==> src/rtl/p2s_pkg.sv <==
// p2s_pkg: shared definitions for the parallel-to-serial scheduler.
//   - FSM state encoding used by p2s_scheduler
//   - default N / WIDTH / GAP values
//   - rr_next: round-robin winner search over a request vector
package p2s_pkg;

  localparam int DEF_N     = 4;
  localparam int DEF_WIDTH = 8;
  localparam int DEF_GAP   = 1;

  // Widest request vector rr_next can search (largest supported N).
  localparam int MAX_N     = 8;

  typedef enum logic [1:0] {
    ST_IDLE  = 2'd0,
    ST_SHIFT = 2'd1,
    ST_GAP   = 2'd2
  } state_t;

  // Returns the first set bit of req (among the low n bits), searching
  // upward from (last+1) mod n and wrapping. Returns 0 when nothing is set;
  // callers only use the result when at least one request is present.
  function automatic logic [2:0] rr_next(input logic [MAX_N-1:0] req,
                                         input logic [2:0]       last,
                                         input int unsigned      n);
    logic [2:0] win;
    logic [2:0] idx;
    logic       found;
    win   = '0;
    found = 1'b0;
    for (int unsigned i = 1; i <= MAX_N; i++) begin
      idx = 3'((32'(last) + i) % n);
      if (!found && (i <= n) && req[idx]) begin
        win   = idx;
        found = 1'b1;
      end
    end
    return win;
  endfunction

endpackage

==> src/rtl/p2s_shifter.sv <==
// p2s_shifter: WIDTH-bit load/shift register with bit counter.
//   clk          in   system clock
//   reset        in   asynchronous active-low reset
//   load         in   capture word and present bit 0 next cycle
//   shift        in   advance to the next bit (ignored when idle)
//   word         in   WIDTH-bit word to serialize, LSB first
//   d            out  current serial bit, 0 when no frame is active
//   serial_start out  high while bit 0 is on d
//   serial_end   out  high while bit WIDTH-1 is on d
//   counter      out  index of the bit on d, 0 outside frames
module p2s_shifter
  import p2s_pkg::*;
#(
  parameter  int WIDTH = DEF_WIDTH,
  localparam int CW    = $clog2(WIDTH)
) (
  input  logic             clk,
  input  logic             reset,
  input  logic             load,
  input  logic             shift,
  input  logic [WIDTH-1:0] word,
  output logic             d,
  output logic             serial_start,
  output logic             serial_end,
  output logic [CW-1:0]    counter
);

  logic [WIDTH-1:0] r_sr;
  logic [CW-1:0]    r_cnt;
  logic             r_act;
  logic             w_last;

  assign w_last = r_act && (r_cnt == CW'(WIDTH - 1));

  // Control: frame-active flag and bit index. Load wins over shift so a
  // back-to-back frame can start on the edge that retires the last bit.
  always_ff @(posedge clk or negedge reset) begin
    if (!reset) begin
      r_act <= 1'b0;
      r_cnt <= '0;
    end else if (load) begin
      r_act <= 1'b1;
      r_cnt <= '0;
    end else if (shift && r_act) begin
      if (w_last) begin
        r_act <= 1'b0;
        r_cnt <= '0;
      end else begin
        r_cnt <= r_cnt + CW'(1);
      end
    end
  end

  // Data: the shift register itself needs no reset; d is gated by r_act.
  always_ff @(posedge clk) begin
    if (load) begin
      r_sr <= word;
    end else if (shift && r_act) begin
      r_sr <= r_sr >> 1;
    end
  end

  assign d            = r_act & r_sr[0];
  assign serial_start = r_act && (r_cnt == '0);
  assign serial_end   = w_last;
  assign counter      = r_cnt;

endmodule

==> src/rtl/p2s_scheduler.sv <==
// p2s_scheduler: round-robin arbiter sharing one parallel-to-serial shifter
// among N requesters. Each grant captures the winner's word, pulses its ack
// and sends the word LSB-first framed by serial_start / serial_end, followed
// by GAP idle cycles.
//   clk          in   system clock
//   reset        in   asynchronous active-low reset
//   req[N]       in   request levels, held until ack
//   data[N*W]    in   requester k word at [k*WIDTH +: WIDTH]
//   ack[N]       out  one-cycle pulse, coincident with serial_start
//   grant_id     out  index of the requester currently being served
//   busy         out  high from bit 0 through the last gap cycle
//   d            out  serial data, 0 outside frames
//   serial_start out  high during bit 0
//   serial_end   out  high during bit WIDTH-1
//   counter      out  bit index on d, 0 outside frames
module p2s_scheduler
  import p2s_pkg::*;
#(
  parameter  int N     = DEF_N,
  parameter  int WIDTH = DEF_WIDTH,
  parameter  int GAP   = DEF_GAP,
  localparam int CW    = $clog2(WIDTH),
  localparam int GW    = $clog2(N)
) (
  input  logic               clk,
  input  logic               reset,
  input  logic [N-1:0]       req,
  input  logic [N*WIDTH-1:0] data,
  output logic [N-1:0]       ack,
  output logic [GW-1:0]      grant_id,
  output logic               busy,
  output logic               d,
  output logic               serial_start,
  output logic               serial_end,
  output logic [CW-1:0]      counter
);

  state_t           r_state;
  state_t           w_next;
  logic [2:0]       r_gap;
  logic [GW-1:0]    r_last;
  logic [GW-1:0]    r_gid;
  logic [N-1:0]     r_ack;
  logic             r_busy;

  logic [MAX_N-1:0] w_req8;
  logic [GW-1:0]    w_win;
  logic [WIDTH-1:0] w_word;
  logic [N-1:0]     w_ack_nxt;
  logic             w_any;
  logic             w_grant;
  logic             w_shift;
  logic             w_last_bit;
  logic             w_gap_done;

  always_comb begin
    w_req8        = '0;
    w_req8[N-1:0] = req;
  end

  assign w_any      = |req;
  assign w_win      = GW'(rr_next(w_req8, 3'(r_last), N));
  assign w_word     = data[w_win*WIDTH +: WIDTH];
  // When GAP is 0 the GAP state is unreachable, so the wrapped compare
  // value is never used.
  assign w_gap_done = (r_gap == 3'(GAP - 1));

  // Next state. A grant is taken from IDLE, at the end of the gap, or
  // directly off the last bit when there is no gap.
  always_comb begin
    w_next  = r_state;
    w_grant = 1'b0;
    w_shift = 1'b0;
    case (r_state)
      ST_IDLE: begin
        if (w_any) begin
          w_grant = 1'b1;
          w_next  = ST_SHIFT;
        end
      end
      ST_SHIFT: begin
        w_shift = 1'b1;
        if (w_last_bit) begin
          if (GAP > 0) begin
            w_next = ST_GAP;
          end else if (w_any) begin
            w_grant = 1'b1;
            w_next  = ST_SHIFT;
          end else begin
            w_next = ST_IDLE;
          end
        end
      end
      ST_GAP: begin
        if (w_gap_done) begin
          if (w_any) begin
            w_grant = 1'b1;
            w_next  = ST_SHIFT;
          end else begin
            w_next = ST_IDLE;
          end
        end
      end
      default: w_next = ST_IDLE;
    endcase
  end

  always_comb begin
    w_ack_nxt = '0;
    if (w_grant) w_ack_nxt[w_win] = 1'b1;
  end

  // Control registers. last_grant resets to N-1 so requester 0 is
  // searched first after reset.
  always_ff @(posedge clk or negedge reset) begin
    if (!reset) begin
      r_state <= ST_IDLE;
      r_last  <= GW'(N - 1);
      r_gid   <= '0;
      r_ack   <= '0;
      r_busy  <= 1'b0;
      r_gap   <= '0;
    end else begin
      r_state <= w_next;
      r_busy  <= (w_next != ST_IDLE);
      r_ack   <= w_ack_nxt;
      if (w_grant) begin
        r_last <= w_win;
        r_gid  <= w_win;
      end
      if (r_state == ST_GAP) r_gap <= r_gap + 3'd1;
      else                   r_gap <= '0;
    end
  end

  p2s_shifter #(
    .WIDTH (WIDTH)
  ) u_shifter (
    .clk          (clk),
    .reset        (reset),
    .load         (w_grant),
    .shift        (w_shift),
    .word         (w_word),
    .d            (d),
    .serial_start (serial_start),
    .serial_end   (w_last_bit),
    .counter      (counter)
  );

  assign serial_end = w_last_bit;
  assign ack        = r_ack;
  assign grant_id   = r_gid;
  assign busy       = r_busy;

endmodule

==> config.mk <==
export PLATFORM = sky130hd
export DESIGN_NAME = p2s_scheduler
export DESIGN_NICKNAME = d
export VERILOG_FILES = /design/src/rtl/p2s_pkg.sv /design/src/rtl/p2s_shifter.sv /design/src/rtl/p2s_scheduler.sv
export SDC_FILE = /design/constraint.sdc
export NUM_CORES = 1
export LEC_CHECK = 0
export CAP_MARGIN = 20
export CORE_MARGIN = 10
export CORE_UTILIZATION = 25
export CTS_BUF_LIST = sky130_fd_sc_hd__clkbuf_8 sky130_fd_sc_hd__clkbuf_16
export CTS_CLUSTER_SIZE = 28
export DETAILED_ROUTE_END_ITERATION = 8
export GPL_TIMING_DRIVEN = 0
export PLACE_DENSITY_LB_ADDON = 0.12
export SYNTH_ARGS = -nofsm -noshare
export SYNTH_HDL_FRONTEND = slang
export SYNTH_SLANG_ARGS = --single-unit
==> constraint.sdc <==
create_clock -name clk -period 2.8 [get_ports clk]
set_input_delay 0.28 -clock clk [delete_from_list [all_inputs] [get_ports clk]]
set_output_delay 0.28 -clock clk [all_outputs]
set_load 0.02 [all_outputs]
==> impl_metrics.csv, run 1 <==
group,metric,value,unit
cells_and_area,diodes,0,
flow_run,cap_violations,0,
sta,final-setup-viol-count,0,
clock_tree,clk_latency,0.28,ns
worst_setup_path,endpoint_kind,"flip-flop",
clock_tree,cts_resized,0,
hold_path,hold_class,"in -> async",
routing,vias_per_cell,4.66,
global_routing,grt.total_usage,9.25,%
global_routing,grt_max_degree,19,
cells_and_area,final_cell_count_no_fill,289,
place,gp_congestion,0.724,
cells_and_area,layout_commonest_cell,"clkdlybuf4s50_1",
clock_tree,postCtsSetupRepairBufs,0,
place,dp_slack,0.122,ns
power,p_leak,0.870,nW
floorplan,start_util,25.8,%
floorplan,fp.coreArea,5920,um^2
power,irDropWorstVdd,0.000368,V
sta,slew_headroom,43.6,%
clock_tree,clkSinkCount,26,
routing,dr.pass1.iters,4,
cells_and_area,nets,258,
worst_setup_path,crit_required,2.83,ns
clock_tree,cts_tree,"built",
global_routing,grt_pass1_wl,7380,um
synth,syn_inst,160,
synth,syn-num-nets,203,
worst_setup_path,cp_max_fo,10,
sta,finClkSkew,0.00565,ns
routing,num_vias,1346,
place,placed_cells,285,
global_routing,grt_pass1_vias,1446,
routing,wl,4490,um
synth,synth_area,1530,um^2
status,status,"complete, no violations",
routing,drt-initial-drc-count,58,
place,hpwlAfterDp,3530,um
cells_and_area,final_cell_mix,"clkdlybuf4s50_1 (50), nor2_1 (21), inv_1 (16), dfrtp_1 (16), o22ai_1 (14)",
power,power_density,908,nW/um^2
sta,setup_ws,0.433,ns
floorplan,die-area,9640,um^2
synth,ys_seq_elements,26,
clock_tree,path_clk_slew,0.10,ns
cells_and_area,final_core_util,37.0,%
floorplan,fp.dieW,98.2,um
clock_tree,cts_root_buffer,"clkbuf_8",
sta,fin_setup_tns,0,ns
worst_setup_path,path_class,"reg -> reg",
sta,tightest_slew,0.844,ns
floorplan,dieHeight,98.2,um
worst_setup_path,critPathLaunchType,"flip-flop",
sta,fmax,423,MHz
synth,synth_area_per_cell,9.56,um^2
worst_setup_path,cp.arrival,2.40,ns
synth,synth.distinct_cells,35,
cells_and_area,syn2layout_area_growth,43.2,%
sta,fin_crit_sh,84.5,%
cells_and_area,final_layout_size_suffix_gt1_share,9.35,%
clock_tree,cts_hold_buffers,0,
sta,fin_crit,2.37,ns
clock_tree,clk_path_buf_depth,2,
place,port_buffers,50,
sta,drv_slew,0,
clock_tree,cts_max_level,1,
synth,yosys_warnings,0,
floorplan,fp-row-count,28,
routing,ant_nets,0,
routing,wire_per_inst,15.5,um
global_routing,grt.overflow.total,0,
routing,drcViolationCount,0,
clock_tree,numCtsBuffers,3,
global_routing,antenna_found_initial,0,
floorplan,ios,51,
sta,rsz0062_at_grt,"false",
synth,ys_seq_area_share,45.3,%
sta,hold_violations,0,
==> through the flow <==
stage	power (W)	area (um^2)	hold WS [ns]
2_1_floorplan	0.00134	1530	-0.0156
6_report	0.00199	2190	0.466
4_1_cts	0.00202	2190	0.471
3_3_place_gp	0.00173	2120	0.455
3_5_place_dp	0.00173	2120	0.456
5_1_grt	0.00214	2190	0.492
==> state kept, by name, summed over array words and instances, names as in the netlist <==
name	flops
ack	4
busy	1
grant_id	2
r_gap	3
r_last	2
r_state	2
u_shifter.counter	3
u_shifter.r_act	1
u_shifter.r_sr	8
==> final timing paths <==
path	startpoint	cells after the start	end	slack [ns]
max in group asynchronous	reset	1	ack[3]$_DFF_PN0_	1.81
hold / removal	reset	1	grant_id[0]$_DFFE_PN0P_	0.47
setup reg to reg	r_last[1]$_DFFE_PN1P_	6	u_shifter.r_sr[6]$_DFFE_PP_	0.43
min in group clk	r_gap[0]$_DFF_PN0_	1	r_gap[0]$_DFF_PN0_	0.47
hold reg to reg	r_gap[0]$_DFF_PN0_	1	r_gap[0]$_DFF_PN0_	0.47
setup / recovery	r_last[1]$_DFFE_PN1P_	6	u_shifter.r_sr[6]$_DFFE_PP_	0.43
==> cell usage after synthesis, drive strengths merged <==
cell type,instances,area [um^2]
o21ai,11,55.1
nand3,1,5.00
a21oi,9,48.8
o21a,1,15.0
o22ai,14,87.6
and2b,1,7.51
inv,16,60.1
nor3b,1,7.51
mux2i,1,10.0
a22oi,1,7.51
a21o,3,22.5
and2,2,12.5
buf,3,21.3
a211oi,14,130
ha,5,62.6
nand3b,1,7.51
a221oi,1,15.0
dfrtp,16,400
nor3,1,5.00
nor2,21,78.8
nand2,6,22.5
mux4,1,22.5
a2bb2oi,1,15.0
nor2b,1,6.26
clkbuf,3,11.3
dfstp,2,52.6
nand2b,13,83.8
xnor2,1,8.76
edfxtp,8,240
a31oi,1,6.26
==> kinds of logic after synthesis <==
logic type | count (synthesis) | synth area share, %
adders and majority gates | 5 | 4.09
and+or+nand+nor | 48 | 15.5
muxes | 2 | 2.13
buffers and inverters | 22 | 6.06
AOI/OAI and AO/OA | 56 | 26.3
DFF | 26 | 45.3
xor gates and xnor gates | 1 | 0.573
==> routing by layer <==
metal	GRT usage, %	share of wire (%)	vias to the layer above
met5	0	0	-
met2	15.6	48	35
li1	-	-	680
met4	2.54	1.1	0
met1	11.4	46	624
met3	2.26	4.2	7
==> critical path: stages (launching register included) <==
cell and delay (ns):
dfstp_2 0.59, nand3b_1 0.09, a31oi_1 0.35, nand2_1 0.34, clkbuf_1 0.34, a211oi_1 0.35
a211oi_2 0.06
==> final cells by class <==
class	count	area [um^2]
sequential	26	693
inverter	16	60.1
fill	625	3730
buffer	6	32.5
timing repair buffer	50	500
multi-input combinational	112	743
clock buffer	4	66.3
tap	75	93.8
==> report_power, final <==
| part | switching [W] | internal [W] |
|---|---|---|
| combinational | 0.000562 | 0.000451 |
| sequential | 0.0000980 | 0.000592 |
| clock | 0.000130 | 0.000156 |
| total | 0.000789 | 0.00120 |
(Power assumes the default switching activity.)
==> run 2, diff against run 1 <==
==> constraint.sdc (replaced) <==
create_clock -name clk -period 2.3 [get_ports clk]
set_input_delay 0.23 -clock clk [delete_from_list [all_inputs] [get_ports clk]]
set_output_delay 0.23 -clock clk [all_outputs]
set_load 0.02 [all_outputs]
==> run 2 against run 1 <==
Count of clock-buffer cells in the layout stayed put. Fmax is 7.5% higher. Sequential share of layout area is 0.67 points lower. Highest routed layer unchanged. Register-to-register slack worse by 0.34 ns. Routed wire length is 1.4% higher. Largest cell class unchanged.
==> impl_metrics.csv, run 2 (synthesis gave the netlist of run 1 again) <==
group,metric,value,unit
status,status,"complete, no violations",
worst_setup_path,path_class,"reg -> reg",
global_routing,grt_pass1_wl,7460,um
sta,setup_ws,0.0980,ns
routing,drcViolationCount,0,
flow_run,cap_violations,0,
routing,wl,4550,um
power,power_density,1110,nW/um^2
sta,hold_violations,0,
floorplan,ios,51,
global_routing,grt_max_degree,19,
worst_setup_path,critPathLaunchType,"flip-flop",
global_routing,grt.total_usage,9.32,%
cells_and_area,final_cell_mix,"clkdlybuf4s50_1 (50), nor2_1 (21), inv_1 (16), dfrtp_1 (16), o22ai_1 (14)",
sta,fmax,454,MHz
cells_and_area,final_core_util,37.8,%
routing,drt-initial-drc-count,44,
power,p_leak,0.894,nW
sta,finClkSkew,0.00564,ns
sta,fin_crit,2.20,ns
floorplan,die-area,9640,um^2
place,placed_cells,285,
clock_tree,cts_max_level,1,
hold_path,hold_class,"in -> async",
power,total_power,0.00249,W
routing,num_vias,1347,
sta,rsz0062_at_grt,"false",
worst_setup_path,r2r_setup_slack,0.1,ns
floorplan,dieHeight,98.2,um
clock_tree,clk_path_buf_depth,2,
cells_and_area,final_area,2240,um^2
clock_tree,cts_tree,"built",
worst_setup_path,r2r_start,"r_last[1]$_DFFE_PN1P_",
power,irDropWorstVdd,0.000450,V
sta,drv_slew,0,
floorplan,fp.dieW,98.2,um
worst_setup_path,cp_max_fo,6,
cells_and_area,final_cell_count_no_fill,292,
clock_tree,clk_latency,0.28,ns
sta,tightest_slew,0.849,ns
place,hpwlAfterDp,3530,um
cells_and_area,largest_register_ffs,8,
clock_tree,cts_hold_buffers,0,
global_routing,grt_pass1_vias,1475,
routing,ant_nets,0,
sta,slew_headroom,43.2,%
floorplan,start_util,25.8,%
global_routing,antenna_found_initial,0,
cells_and_area,diodes,0,
routing,wire_per_inst,15.6,um
cells_and_area,final_layout_size_suffix_gt1_share,12.9,%
clock_tree,path_clk_slew,0.10,ns
floorplan,fp.coreArea,5920,um^2
sta,final-setup-viol-count,0,
worst_setup_path,cp.arrival,2.25,ns
place,port_buffers,50,
clock_tree,clkSinkCount,26,
clock_tree,cts_root_buffer,"clkbuf_8",
cells_and_area,regMostFlops,"u_shifter.r_sr",
worst_setup_path,crit_required,2.35,ns
cells_and_area,layout_commonest_cell,"clkdlybuf4s50_1",
cells_and_area,syn2layout_area_growth,46.3,%
global_routing,grt.overflow.total,0,
worst_setup_path,ff2ff_path_depth,5,
floorplan,fp-row-count,28,
worst_setup_path,rr_endpoint,"u_shifter.r_sr[7]$_SDFFCE_PN0P_",
place,postPlaceCellArea,2120,um^2
sta,fin_crit_sh,95.7,%
clock_tree,numCtsBuffers,3,
routing,vias_per_cell,4.61,
routing,dr.pass1.iters,4,
place,gp_congestion,0.724,
worst_setup_path,endpoint_kind,"flip-flop",
place,dp_slack,-0.328,ns
cells_and_area,nets,261,
run 2: report_power, final:
group          total [W]  internal, W  switching, W
registers       0.000842     0.000719      0.000122
logic            0.00130     0.000598      0.000704
clock network   0.000347     0.000190      0.000158
run 2: area by class of cell:
class,instances,area (um^2)
fill,622,3680
multi-input combinational,112,766
sequential,26,693
timing repair buffer,53,523
tap,75,93.8
clock buffer,4,66.3
inverter,16,60.1
buffer,6,35.0
run 2: through the flow:
stage | setup TNS (ns) | hold slack, ns
5_1_grt | 0 | 0.492
4_1_cts | 0 | 0.469
3_3_place_gp | -4.28 | 0.455
6_report | 0 | 0.428
2_1_floorplan | 0 | -0.0656
3_5_place_dp | -4.41 | 0.456
run 2: routing by layer:
metal	part of all wire, %	GRT usage [%]	up-vias
li1	-	-	687
met1	47	11.4	627
met2	49	15.9	29
met3	3.3	2.26	4
met4	0.59	2.54	0
met5	0	0	-
run 2: critical path: stages, from the launching register on:
cell and delay (ns):
dfstp_2 0.60, mux2i_1 0.30, a2bb2oi_4 0.24, o21a_4 0.18, mux4_2 0.49, and2_1 0.16
run 2: repair_timing:
item                       4_1_cts  5_1_grt
setup buffers                    0        3
gates resized for setup          4        4
setup endpoints to repair       15       10
cloned                           0        0
pin swaps                        0        1
run 2: worst max path at each step:
stage / from / to / slack (ns) / cells past startpoint
after global placement: req[1] / u_shifter.r_sr[6]$_DFFE_PP_ / -0.31 / 7
after detailed placement: req[0] / u_shifter.r_sr[4]$_DFFE_PP_ / -0.33 / 6
after floorplan: r_last[1]$_DFFE_PN1P_ / u_shifter.r_sr[7]$_SDFFCE_PN0P_ / 0.17 / 5
final: r_last[1]$_DFFE_PN1P_ / u_shifter.r_sr[7]$_SDFFCE_PN0P_ / 0.1 / 5
after global routing: r_last[1]$_DFFE_PN1P_ / u_shifter.r_sr[7]$_SDFFCE_PN0P_ / 0.03 / 5
after CTS: r_last[1]$_DFFE_PN1P_ / u_shifter.r_sr[7]$_SDFFCE_PN0P_ / 0.02 / 5
==> patch 1: new RTL, flow settings as in run 2 <==
Change the package constant `DEF_WIDTH` from 8 to 16.
--- a/src/rtl/p2s_pkg.sv
+++ b/src/rtl/p2s_pkg.sv
@@ -6,5 +6,5 @@
 
   localparam int DEF_N     = 4;
-  localparam int DEF_WIDTH = 8;
+  localparam int DEF_WIDTH = 16;
   localparam int DEF_GAP   = 1;
 
Ports: changed (resized counter and data); port bits go from 51 to 84. The function was not compared with the original's and may differ.
==> patch 1 against run 2 <==
Cell area increased by 83%. Power increased by 78%. Sequential cell count increased by 9. Routed wire length increased by 120%. Setup slack got worse by 81 ps. Die area increased by 67%. Area after synthesis increased by 87%. Count of clock-buffer cells in the layout increased by 1. Largest cell class unchanged.
==> patch 1: results (changes against run 2) <==
Power
  – Combinational share of power: 58.3% (+6.0 points)
  – Leakage power: 1.63 nW (+83%)
  – Sw frac: 42.2% (+2.6 points)
  – Worst vdd ir: 0.573 mV (+27%)

Final layout
  – Fin util: 37.3% (-0.46 points)
  – Inverters: 9 (-7)
  – Multi-input gates: 223 (+99%)
  – Clock network area share: 3.42% (+0.45 points)
  – Fin cells: 523 (+79%)
  – Buffers excl. clock: 108 (+83%)
  – Non-clock buffering overhead: 25.3% (+0.39 points)
  – Multi-input combinational area share: 42.8% (+8.5 points)
  – Max reg flops: 16 (+8)
  – Fill count: 1117 (+80%)
  – Register Area: 958 µm² (+38%)
  – Nets: 456 (+75%)

Critical path
  – Critical Path AT: 2300 ps (+50 ps)
  – Largest delay share family, worst path: compound AO/OA/AOI/OAI gates
  – RR Endpoint: u_shifter.r_sr[13]$_DFFE_PP_
  – Register-to-register setup slack: 20 ps (-80 ps)

Global route
  – Met2 global-route usage: 21.0% (+5.1 points)
  – Global Route met1 Usage: 15.5% (+4.1 points)
  – Largest net degree at the start of global routing: 20 (+1)
  – Total track usage: 12.4% (+3.1 points)

Detailed routing
  – Metal1 wirelength: 4.56 mm (+110%)
  – Total Wirelength: 10.0 mm (+120%)
  – Wire length on met2: 4.76 mm (+110%)
  – Iteration-0 DRC Markers: 197 (+350%)
  – Via density: 5.07 (+9.8%)

Placed design
  – Area after DPL: 3860 µm² (+82%)
  – GP Congestion: 0.786 (+8.5%)
  – Dpl ws: -596 ps (-268 ps)
  – Placed Instances: 511 (+79%)
  – DP HPWL: 7.38 mm (+110%)

Logic synthesis
  – Synth Instances: 288 (+80%)
  – Async S/R FF share, synth: 54.3% (-15 points)
  – Post-synth cell types: 44 (+26%)
  – Net count after synthesis: 362 (+78%)
  – Sequential area share after synthesis: 33.6% (-12 points)
  – Top cells by area, synth: edfxtp_1 (17%), dfrtp_1 (15%), mux2i_1 (11%), a221o_1 (9.8%), a211o_1 (8.6%)

Clock tree
  – CTS sink count: 35 (+35%)
  – Post-CTS resize count: 6 (+2)
  – CTS Root Cell: clkbuf_16

Run status
  – Status: finished, final reports clean

Floorplan
  – Std-Cell Rows: 38 (+36%)

Timing
  – Worst Tran Pin Value: 900 ps (+51.2 ps)
  – Min Tclk post-route: 2280 ps (+81.1 ps)
## patch 1: cell families after synthesis
group                    after synthesis  synth area share, %
adder cells (fa/ha/maj)                4                 1.75
buffers and inverters                 30                 5.92
AND/OR/NAND/NOR                       94                 17.1
AO/OA/AOI/OAI                         92                 30.0
multiplexers                          31                 11.1
flip-flops                            35                 33.6
XOR/XNOR                               2                0.614
## patch 1: worst min-delay path by stage
stage,slack (ps),startpoint,cells past startpoint,endpoint
final,460,reset,1,ack[3]$_DFF_PN0_
after global routing,490,r_gap[0]$_DFF_PN0_,1,r_gap[0]$_DFF_PN0_
after CTS,470,r_gap[0]$_DFF_PN0_,1,r_gap[0]$_DFF_PN0_
after detailed placement,460,r_gap[0]$_DFF_PN0_,1,r_gap[0]$_DFF_PN0_
after global placement,450,r_gap[0]$_DFF_PN0_,1,r_gap[0]$_DFF_PN0_
after floorplan,-70,reset,0,ack[0]$_DFF_PN0_
==> patch 2: new RTL, flow settings as in run 2 <==
Without the edit above. Register the output `counter`, with the module's reset; this adds one clock of latency there. The other outputs are not delayed to match.
--- a/src/rtl/p2s_scheduler.sv
+++ b/src/rtl/p2s_scheduler.sv
@@ -35,4 +35,6 @@
   output logic [CW-1:0]      counter
 );
+
+  logic [CW-1:0] counter_d;
 
   state_t           r_state;
@@ -145,5 +147,5 @@
     .serial_start (serial_start),
     .serial_end   (w_last_bit),
-    .counter      (counter)
+    .counter      (counter_d)
   );
 
@@ -153,4 +155,12 @@
   assign busy       = r_busy;
 
+  always_ff @(posedge clk or negedge reset) begin
+    if (!reset) begin
+      counter <= '0;
+    end else begin
+      counter <= counter_d;
+    end
+  end
+
 endmodule
 
Function: changed (a bounded check fails within 4 cycles, from zero or initial values and one cycle with reset low).
==> patch 2 against run 2 <==
Area after synthesis grew 6.1%. First-iteration DRC count grew 32%. Highest routed layer unchanged. Power up 5.9%. Routed wire length grew 2.4%. Sequential cell count increased by 3. Global-route usage grew 0.27 points. Largest cell class unchanged. Cell area is 5.5% higher. Critical path type unchanged. Setup slack better by 58 ps.
==> patch 2: results (changes against run 2) <==
Detailed routing
  – 1st-pass router iterations: 6 (+2)
  – Iteration-0 DRC Markers: 58 (+32%)
  – Wire per inst: 15.6 µm (+0.29%)
  – Via density: 4.67 (+1.3%)

Critical path
  – Register-to-register setup slack: 160 ps (+60 ps)
  – RR Endpoint: u_shifter.r_sr[7]$_SDFFCE_PN0P_
  – R2r startpoint: r_last[1]$_DFFE_PN1P_
  – Critical Path AT: 2180 ps (-70 ps)
  – Worst path max stage delay: 580 ps (-20 ps)
  – Slowest CP cell: dfstp_2

Logic synthesis
  – Net count after synthesis: 205 (+0.99%)
  – Post-synth EDFFs: 8 (unchanged)
  – Most frequent cells after synthesis: dfrtp_1 (19), nor2_1 (19), inv_1 (17), o22ai_1 (14), nand2b_1 (11)
  – Warnings from Yosys: 0 (unchanged)
  – Top cells by area, synth: dfrtp_1 (29%), edfxtp_1 (15%), o22ai_1 (5.4%), a211oi_2 (4.6%), nor2_1 (4.4%)
  – Async S/R FF share, synth: 72.4% (+3.2 points)
  – Post-synth cell types: 37 (+5.7%)
  – Synth Instances: 162 (+1.3%)
  – Dominant synthesized flop cell: dfrtp_1
  – Sequential area share after synthesis: 47.3% (+2.0 points)

Timing
  – Hold_ws: 433 ps (+4.36 ps)
  – Relative slew slack: 36.0% (-7.2 points)
  – Final setup skew: 2.01 ps (-3.63 ps)

Power
  – Leakage power: 0.955 nW (+6.9%)
  – Worst vdd ir: 0.434 mV (-3.5%)

Global route
  – Total track usage: 9.59% (+0.27 points)
  – Initial antenna violation count: 0 (unchanged)
  – Largest net degree at the start of global routing: 22 (+3)
  – Vias in the first global route: 1446 (-2.0%)
  – Global-route wire length before repair: 7.58 mm (+1.6%)

Run status
  – Status: finished, final reports clean

Placed design
  – Placed Instances: 289 (+1.4%)
  – GP Congestion: 0.733 (+1.3%)
  – Dpl ws: -234 ps (+93.6 ps)
  – DP HPWL: 3.63 mm (+3.1%)
  – IO buf count: 50 (unchanged)

Min path
  – Worst Hold Class: flip-flop to flip-flop
  – Worst Min Path Start: u_shifter.counter[0]$_DFFE_PN0P_

Final layout
  – Largest reg by FF count: u_shifter.r_sr
  – Layout cells sized above 1: 14.9% (+2.0 points)
  – Nets: 263 (+0.77%)
  – Fin cells: 298 (+2.1%)
  – Fill count: 653 (+5.0%)

Clock tree
  – Number of hold buffers added after cts: 0 (unchanged)
  – H-Tree Depth: 2 (+1)
  – Clock transition at path regs: 60 ps (-40 ps)
  – Total CTS buffers: 5 (+2)
## patch 2: cells by family after synthesis
logic type / Yosys count / share of synthesized area [%]
AOI/OAI and AO/OA: 56 / 26.1
xor gates and xnor gates: 1 / 0.540
and+or+nand+nor: 46 / 14.1
adders and majority gates: 5 / 3.86
muxes: 2 / 2.00
buffers and inverters: 23 / 6.09
DFF: 29 / 47.3
## patch 2: worst max path at each step
stage	endpoint	slack, ps	start
after floorplan	u_shifter.r_sr[7]$_SDFFCE_PN0P_	150	r_last[1]$_DFFE_PN1P_
after global placement	u_shifter.r_sr[7]$_SDFFCE_PN0P_	-220	req[2]
after detailed placement	u_shifter.r_sr[7]$_SDFFCE_PN0P_	-230	req[2]
after CTS	u_shifter.r_sr[6]$_DFFE_PP_	50	r_last[1]$_DFFE_PN1P_
after global routing	u_shifter.r_sr[6]$_DFFE_PP_	30	r_last[1]$_DFFE_PN1P_
final	u_shifter.r_sr[7]$_SDFFCE_PN0P_	160	r_last[1]$_DFFE_PN1P_
## patch 2: cell type report
class	count	area, µm²	share of cell area [%]
plain buffers	6	36.3	1.54
clock buffers	7	108	4.56
clock inverters	1	3.75	0.159
inverters	17	63.8	2.70
multi-input cells	110	777	32.9
flip-flops and latches	29	768	32.5
well taps	77	96.3	4.08
repair buffers	51	508	21.5
## patch 2: per-stage QoR
step                      instance area (µm²)  setup TNS [ps]
after floorplan                          1620               0
after global placement                   2220           -1920
after detailed placement                 2220           -1930
after CTS                                2350               0
after global routing                     2360               0
final                                    2360               0
## patch 2: worst reg2reg max path, stage by stage, from the launching register on
cell,delay [ps]
dfstp_2,580
mux2i_1,300
a2bb2oi_4,190
o21a_4,170
mux4_2,500
and2_1,170
## patch 2: per-layer routing
layer | part of all wire, % | up-vias | routed length [µm] | track usage (%)
met5 | 0 | - | 0 | 0
met4 | 1.1 | 0 | 51 | 3.26
met3 | 5.2 | 4 | 240 | 3.22
met2 | 47 | 28 | 2190 | 14.8
met1 | 47 | 665 | 2180 | 12.2
li1 | - | 696 | - | -
## patch 2: power by group
group	total (mW)	internal [mW]	switching, mW
Combinational	1.23	0.567	0.665
Sequential	0.911	0.790	0.121
Clock	0.495	0.304	0.190
Total	2.64	1.66	0.977
## patch 2: timing repair
action                                  4_1_cts  5_1_grt
gates resized for setup                       1        4
endpoints found under the setup margin        1        7
buffers inserted                              1        0
endpoints found under the hold margin         0        0
pin swaps                                     1        0
